$ cat src/rtl/attitude_pkg.sv
// attitude_pkg
//   Shared types and constants for the attitude indicator display path.
//   - state_t        : frame writer sequencer states
//   - DEF_*_COLOR    : default colour codes for sky / ground / horizon
//   - Q_FRAC         : fraction bits of the Q4.4 slope
//   - ACC_W          : width of the signed line accumulator (8-bit input + Q_FRAC)
package attitude_pkg;

    typedef enum logic [1:0] {
        IDLE,
        INIT,
        SCAN,
        DONE
    } state_t;

    localparam logic [3:0] DEF_SKY_COLOR     = 4'h1;
    localparam logic [3:0] DEF_GROUND_COLOR  = 4'h2;
    localparam logic [3:0] DEF_HORIZON_COLOR = 4'hF;

    localparam int Q_FRAC = 4;
    localparam int ACC_W  = 12;

endpackage

$ cat src/rtl/horizon_pixel_class.sv
// horizon_pixel_class
//   Combinational sky / horizon / ground classification of one pixel.
//   The horizon row is floor(acc / 2^Q_FRAC); the comparison with the pixel
//   row is signed, so an out-of-range horizon yields an all-sky or
//   all-ground column without any clamping.
// Ports:
//   y_i     : pixel row (unsigned)
//   acc_i   : signed line value at this column, Q_FRAC fraction bits
//   color_o : colour code for the pixel
module horizon_pixel_class
    import attitude_pkg::*;
#(
    parameter int                    DATA_WIDTH    = 4,
    parameter int                    YW            = 2,
    parameter logic [DATA_WIDTH-1:0] SKY_COLOR     = DATA_WIDTH'(DEF_SKY_COLOR),
    parameter logic [DATA_WIDTH-1:0] GROUND_COLOR  = DATA_WIDTH'(DEF_GROUND_COLOR),
    parameter logic [DATA_WIDTH-1:0] HORIZON_COLOR = DATA_WIDTH'(DEF_HORIZON_COLOR)
) (
    input  logic [YW-1:0]           y_i,
    input  logic signed [ACC_W-1:0] acc_i,
    output logic [DATA_WIDTH-1:0]   color_o
);

    logic signed [ACC_W-1:0] row;
    logic signed [ACC_W-1:0] y_s;

    assign row = acc_i >>> Q_FRAC;
    assign y_s = signed'(ACC_W'(y_i));

    always_comb begin
        if (y_s < row) begin
            color_o = SKY_COLOR;
        end else if (y_s == row) begin
            color_o = HORIZON_COLOR;
        end else begin
            color_o = GROUND_COLOR;
        end
    end

endmodule

$ cat src/rtl/horizon_frame_writer.sv
// horizon_frame_writer
//   Write-side producer for the dual-clock frame RAM. Accepts one horizon
//   line (Q4.4 slope, integer row offset at column H_RES/2) per frame and
//   writes every pixel, column-major, one per i_Wr_Clk cycle.
//   Optional macro FRAME_SWAP_EN: double-buffered frame, write address gains
//   a bank MSB (= ~o_Disp_Bank) and o_Disp_Bank flips on frame completion.
// Ports:
//   i_Wr_Clk, i_RST        : clock, asynchronous active-high reset
//   i_Valid / o_Ready      : line parameter handshake
//   i_Slope, i_Offset      : signed Q4.4 slope, signed row offset
//   o_Wr_Addr/En/Data      : RAM write port, address {y,x} (+bank MSB)
//   o_Done                 : one-cycle pulse after the last write
//   o_Disp_Bank            : bank the reader must display
module horizon_frame_writer
    import attitude_pkg::*;
#(
    parameter int                    DATA_WIDTH    = 4,
    parameter int                    H_RES         = 8,
    parameter int                    V_RES         = 4,
    parameter logic [DATA_WIDTH-1:0] SKY_COLOR     = DATA_WIDTH'(DEF_SKY_COLOR),
    parameter logic [DATA_WIDTH-1:0] GROUND_COLOR  = DATA_WIDTH'(DEF_GROUND_COLOR),
    parameter logic [DATA_WIDTH-1:0] HORIZON_COLOR = DATA_WIDTH'(DEF_HORIZON_COLOR),
    localparam int XW = $clog2(H_RES),
    localparam int YW = $clog2(V_RES),
`ifdef FRAME_SWAP_EN
    localparam int AW = XW + YW + 1
`else
    localparam int AW = XW + YW
`endif
) (
    input  logic                  i_Wr_Clk,
    input  logic                  i_RST,
    input  logic                  i_Valid,
    output logic                  o_Ready,
    input  logic [7:0]            i_Slope,
    input  logic [7:0]            i_Offset,
    output logic [AW-1:0]         o_Wr_Addr,
    output logic                  o_Wr_En,
    output logic [DATA_WIDTH-1:0] o_Wr_Data,
    output logic                  o_Done,
    output logic                  o_Disp_Bank
);

    state_t                  state_q, state_d;
    logic signed [ACC_W-1:0] acc_q, acc_d;
    logic [7:0]              slope_q, slope_d;
    logic [XW-1:0]           x_q, x_d;
    logic [YW-1:0]           y_q, y_d;
    logic                    wr_en_q, wr_en_d;
    logic [XW+YW-1:0]        addr_q, addr_d;
    logic [DATA_WIDTH-1:0]   data_q, data_d;
    logic                    done_q, done_d;

    logic signed [ACC_W-1:0] slope_ext;
    logic [DATA_WIDTH-1:0]   pix_color;

    assign slope_ext = ACC_W'(signed'(slope_q));

    horizon_pixel_class #(
        .DATA_WIDTH    (DATA_WIDTH),
        .YW            (YW),
        .SKY_COLOR     (SKY_COLOR),
        .GROUND_COLOR  (GROUND_COLOR),
        .HORIZON_COLOR (HORIZON_COLOR)
    ) u_class (
        .y_i     (y_q),
        .acc_i   (acc_q),
        .color_o (pix_color)
    );

    // Ready is held off during the o_Done cycle so the next accept is at
    // least one full cycle after the completion pulse.
    assign o_Ready = (state_q == IDLE) && !done_q;

    always_comb begin
        state_d = state_q;
        acc_d   = acc_q;
        slope_d = slope_q;
        x_d     = x_q;
        y_d     = y_q;
        wr_en_d = 1'b0;
        addr_d  = addr_q;
        data_d  = data_q;
        done_d  = 1'b0;
        unique case (state_q)
            IDLE: begin
                if (i_Valid && o_Ready) begin
                    slope_d = i_Slope;
                    acc_d   = ACC_W'(signed'(i_Offset)) <<< Q_FRAC;
                    x_d     = '0;
                    y_d     = '0;
                    state_d = INIT;
                end
            end
            // Walk the line back from the centre column to x=0; x_q doubles
            // as the step counter here.
            INIT: begin
                acc_d = acc_q - slope_ext;
                if (x_q == XW'(H_RES/2 - 1)) begin
                    x_d     = '0;
                    state_d = SCAN;
                end else begin
                    x_d = x_q + 1'b1;
                end
            end
            SCAN: begin
                wr_en_d = 1'b1;
                addr_d  = {y_q, x_q};
                data_d  = pix_color;
                if (y_q == YW'(V_RES - 1)) begin
                    y_d   = '0;
                    x_d   = x_q + 1'b1;
                    acc_d = acc_q + slope_ext;
                    if (x_q == XW'(H_RES - 1)) begin
                        state_d = DONE;
                    end
                end else begin
                    y_d = y_q + 1'b1;
                end
            end
            DONE: begin
                done_d  = 1'b1;
                state_d = IDLE;
            end
        endcase
    end

    always_ff @(posedge i_Wr_Clk or posedge i_RST) begin
        if (i_RST) begin
            state_q <= IDLE;
            acc_q   <= '0;
            slope_q <= '0;
            x_q     <= '0;
            y_q     <= '0;
            wr_en_q <= 1'b0;
            addr_q  <= '0;
            data_q  <= '0;
            done_q  <= 1'b0;
        end else begin
            state_q <= state_d;
            acc_q   <= acc_d;
            slope_q <= slope_d;
            x_q     <= x_d;
            y_q     <= y_d;
            wr_en_q <= wr_en_d;
            addr_q  <= addr_d;
            data_q  <= data_d;
            done_q  <= done_d;
        end
    end

    assign o_Wr_En   = wr_en_q;
    assign o_Wr_Data = data_q;
    assign o_Done    = done_q;

`ifdef FRAME_SWAP_EN
    logic bank_q;

    // Flips on the same edge that raises o_Done.
    always_ff @(posedge i_Wr_Clk or posedge i_RST) begin
        if (i_RST) begin
            bank_q <= 1'b0;
        end else if (state_q == DONE) begin
            bank_q <= ~bank_q;
        end
    end

    assign o_Wr_Addr   = {~bank_q, addr_q};
    assign o_Disp_Bank = bank_q;
`else
    assign o_Wr_Addr   = addr_q;
    assign o_Disp_Bank = 1'b0;
`endif

endmodule

$ cat config.mk
export PLATFORM = sky130hd
export DESIGN_NAME = horizon_frame_writer
export DESIGN_NICKNAME = d
export VERILOG_FILES = /design/src/rtl/attitude_pkg.sv /design/src/rtl/horizon_pixel_class.sv /design/src/rtl/horizon_frame_writer.sv
export SDC_FILE = /design/constraint.sdc
export NUM_CORES = 1
export LEC_CHECK = 0
export CAP_MARGIN = 5
export CORE_MARGIN = 4
export CORE_UTILIZATION = 50
export CTS_CLUSTER_DIAMETER = 80
export DETAILED_ROUTE_END_ITERATION = 7
export GPL_ROUTABILITY_DRIVEN = 0
export PLACE_DENSITY = 0.76
export SYNTH_ARGS = -nofsm -noshare
export SYNTH_HDL_FRONTEND = slang
export SYNTH_SLANG_ARGS = --single-unit
$ cat constraint.sdc
create_clock -name i_Wr_Clk -period 3.3 [get_ports i_Wr_Clk]
set_clock_uncertainty 0.15 [all_clocks]
set_input_delay 0.33 -clock i_Wr_Clk [delete_from_list [all_inputs] [get_ports i_Wr_Clk]]
set_output_delay 0.33 -clock i_Wr_Clk [all_outputs]
set_load 0.005 [all_outputs]
==> reports/metrics.yaml <==
antenna_left: 0
worstSkewPairLatency_ps: 290
drv_cap: 0
dp_hpwl_mm: 3.71
core_region_area_um2: 4690
cts_hold_buf: 0
ff2ff_setup_slack_ps: 170
final.setup.tns_ps: 0
grt_pass1_vias: 1866
crit_fanout: 4
htree_levels: 2
ys_types: 45
area_growth_pct: 21.6
crit_path_start: "slope_q[5]"
ys_seq_area_share_pct: 38.4
antenna_found_initial: 0
dieHeight_um: 77.5
die_x_um: 77.5
grt_max_degree: 38
wl_mm: 4.92
path_class: "flop to flop"
clk_pin_slew_ps: 80
r2r-start: "slope_q[5]"
detail_route.vias_per_cell: 5.49
start_util_pct: 51.4
crit_arrival_ps: 3210
num_rows: 25
firstDrtPassIters: 4
clock_path_buffers: 2
clkSinkCount: 37
synth_nets: 298
wire_per_inst_um: 14.5
avgSynthCellArea_um2: 9.65
reg2regPathDepth: 12
synth_mux_area_share_pct: 8.19
post-cts-setup-buffers: 0
gr-usage-all-layers_pct: 18.0
fin_crit_sh_pct: 94.7
syn-cell-area_um2: 2410
portBuffers: 30
rsz0062_at_grt: "no"
synthCells: 250
synth-xor-area-share_pct: 4.72
synthTopCellsByArea: "dfrtp_1 38%, ha_1 15%, mux2_2 6.5%, o21ai_0 3.9%, nand2_1 3.6%"
nets: 332
synth-compound-area-share_pct: 13.3
grt_overflow: 0
netlist.top_cell.by_area: "dfrtp_1"
drive_above_1_share_pct: 13.3
synth_top_area_share_pct: 38.4
vias: 1862
fin_crit_ps: 3130
drcViolationCount: 0
ys.flop_type: "dfrtp_1"
min_path_type: "primary input to asynchronous set/reset pin"
async_flop_share_pct: 100
cts-root-buf: "clkbuf_8"
slew_viol_final: 0
fmax_mhz: 320
hold_viol_final: 0
antenna_cells: 0
synth_seq_cells: 37
worstPathRequired_ps: 3380
drtIter0Drc: 128
crit_path_end_kind: "flop"
yosys.area_share.simple_pct: 15.4
grt_pass1_wl_mm: 8.74
fill_cells: 394
synthAdderAreaFrac_pct: 15.3
dieArea_um2: 6000
cp-start-kind: "flop"
cts_made_buffers: 5
cts_tree: "yes"
yosys_warnings: 0
status: "complete, no violations"
timing.rr.end: "acc_q[11]"
io_pins: 32
worst_pin_slew_ps: 645
synth_edf_count: 0
synth_top_family_by_area: "simple AND/OR/NAND/NOR gates"
setup_viol: 0
max_slew_margin_pct: 57.0
==> cell usage in the layout (no fill, tap or decap), drive strengths merged, types with 2 or more instances in the layout <==
cell           synthesis  routed
and3                   4       4
and2                   2       2
nand2                 24      24
inv                   19      19
buf                    3       5
nor2                  13      13
a32o                   2       2
nand3b                 3       3
mux2                  14      14
a31oi                  2       2
nand3                  7       7
or2                    2       2
o31ai                  2       2
mux2i                  4       4
a21oi                 16      16
xnor2                  6       6
ha                    28      28
nor3                   2       2
clkdlybuf4s50          0      30
nor3b                  4       4
a21o                   3       3
clkbuf                 5       5
o21ai                 19      19
dfrtp                 37      37
nand2b                 6       6
xor2                   7       7
==> cell type report <==
class	count	area, µm²	area share [%]
Clock buffer	5	68.8	2.35
Clock inverter	3	46.3	1.58
Inverter	19	71.3	2.43
Multi-Input combinational cell	186	1420	48.3
Sequential cell	37	926	31.6
Tap cell	54	67.6	2.30
Timing Repair Buffer	35	338	11.5
==> registers in the layout (all words and copies together) (netlist names) <==
name / flops
acc_q: 12
o_Done: 1
o_Wr_Addr: 5
o_Wr_Data: 3
o_Wr_En: 1
slope_q: 8
state_q: 2
x_q: 3
y_q: 2
==> Yosys cell counts, drive strengths merged, types with 2 or more instances <==
library cell and count:
xor2 7, nor3b 4, a21oi 16, nand2 24, clkbuf 5, and2 2
a21o 3, nand3 7, a31oi 2, mux2 14, a32o 2, o31ai 2
o21ai 19, nand3b 3, nand2b 6, dfrtp 37, xnor2 6, and3 4
ha 28, mux2i 4, nor2 13, or2 2, buf 3, inv 19
nor3 2
==> critical path, stage by stage, from the launching register on <==
cell and delay, ps:
dfrtp_1 410, or3_4 420, nor3b_2 170, nand2b_2 150, nand2_2 90, ha_1 340, and3_1 180, a22oi_1 130
nand2_1 80, a41o_1 220, and3_1 170, or4_1 460, nand3_1 90
==> how the worst max path moves through the flow <==
stage	to	slack [ps]	cells past startpoint
floorplan	acc_q[11]	30	14
global placement	acc_q[11]	190	11
detailed placement	acc_q[11]	170	11
CTS	acc_q[11]	140	11
global route	acc_q[11]	6	12
finish	acc_q[11]	170	12
==> routing by layer <==
metal  vias up  part of all wire [%]  GRT usage [%]
met4         0                   1.2           5.34
met1       882                    47           24.2
met3         6                   4.1           3.02
met5         -                     0              0
met2        41                    48           29.7
li1        933                     -              -
==> what timing repair did <==
action                                  CTS  global route
resized for setup                         0             6
endpoints found under the setup margin    0             3
hold endpoints to repair                  0             0
==> metrics by stage <==
step           instance area (µm²)  std cells  hold WS, ps  utilization [%]  worst slack (ps)
5_1_grt                       2930        339          354             62.5              6.31
3_5_place_dp                  2780        331          317             59.3               173
6_report                      2930        339          291             62.5               174
4_1_cts                       2900        339          303             61.7               140
3_3_place_gp                  2780        331          307             59.3               185
2_1_floorplan                 2410        250          295                -              28.4
==> cells by family (layout without fill, tap and decap cells) <==
kind of cell               count (synthesis)  after routing
and+or+nand+nor                           72             72
other                                      1              1
xor gates and xnor gates                  13             13
AOI/OAI and AO/OA                         53             53
DFF                                       37             37
buffers and inverters                     27             62
muxes                                     18             18
adders and majority gates                 29             29
Power is not shown: default switching activity piles up to over one toggle a cycle in this logic, so the estimate is an artifact.
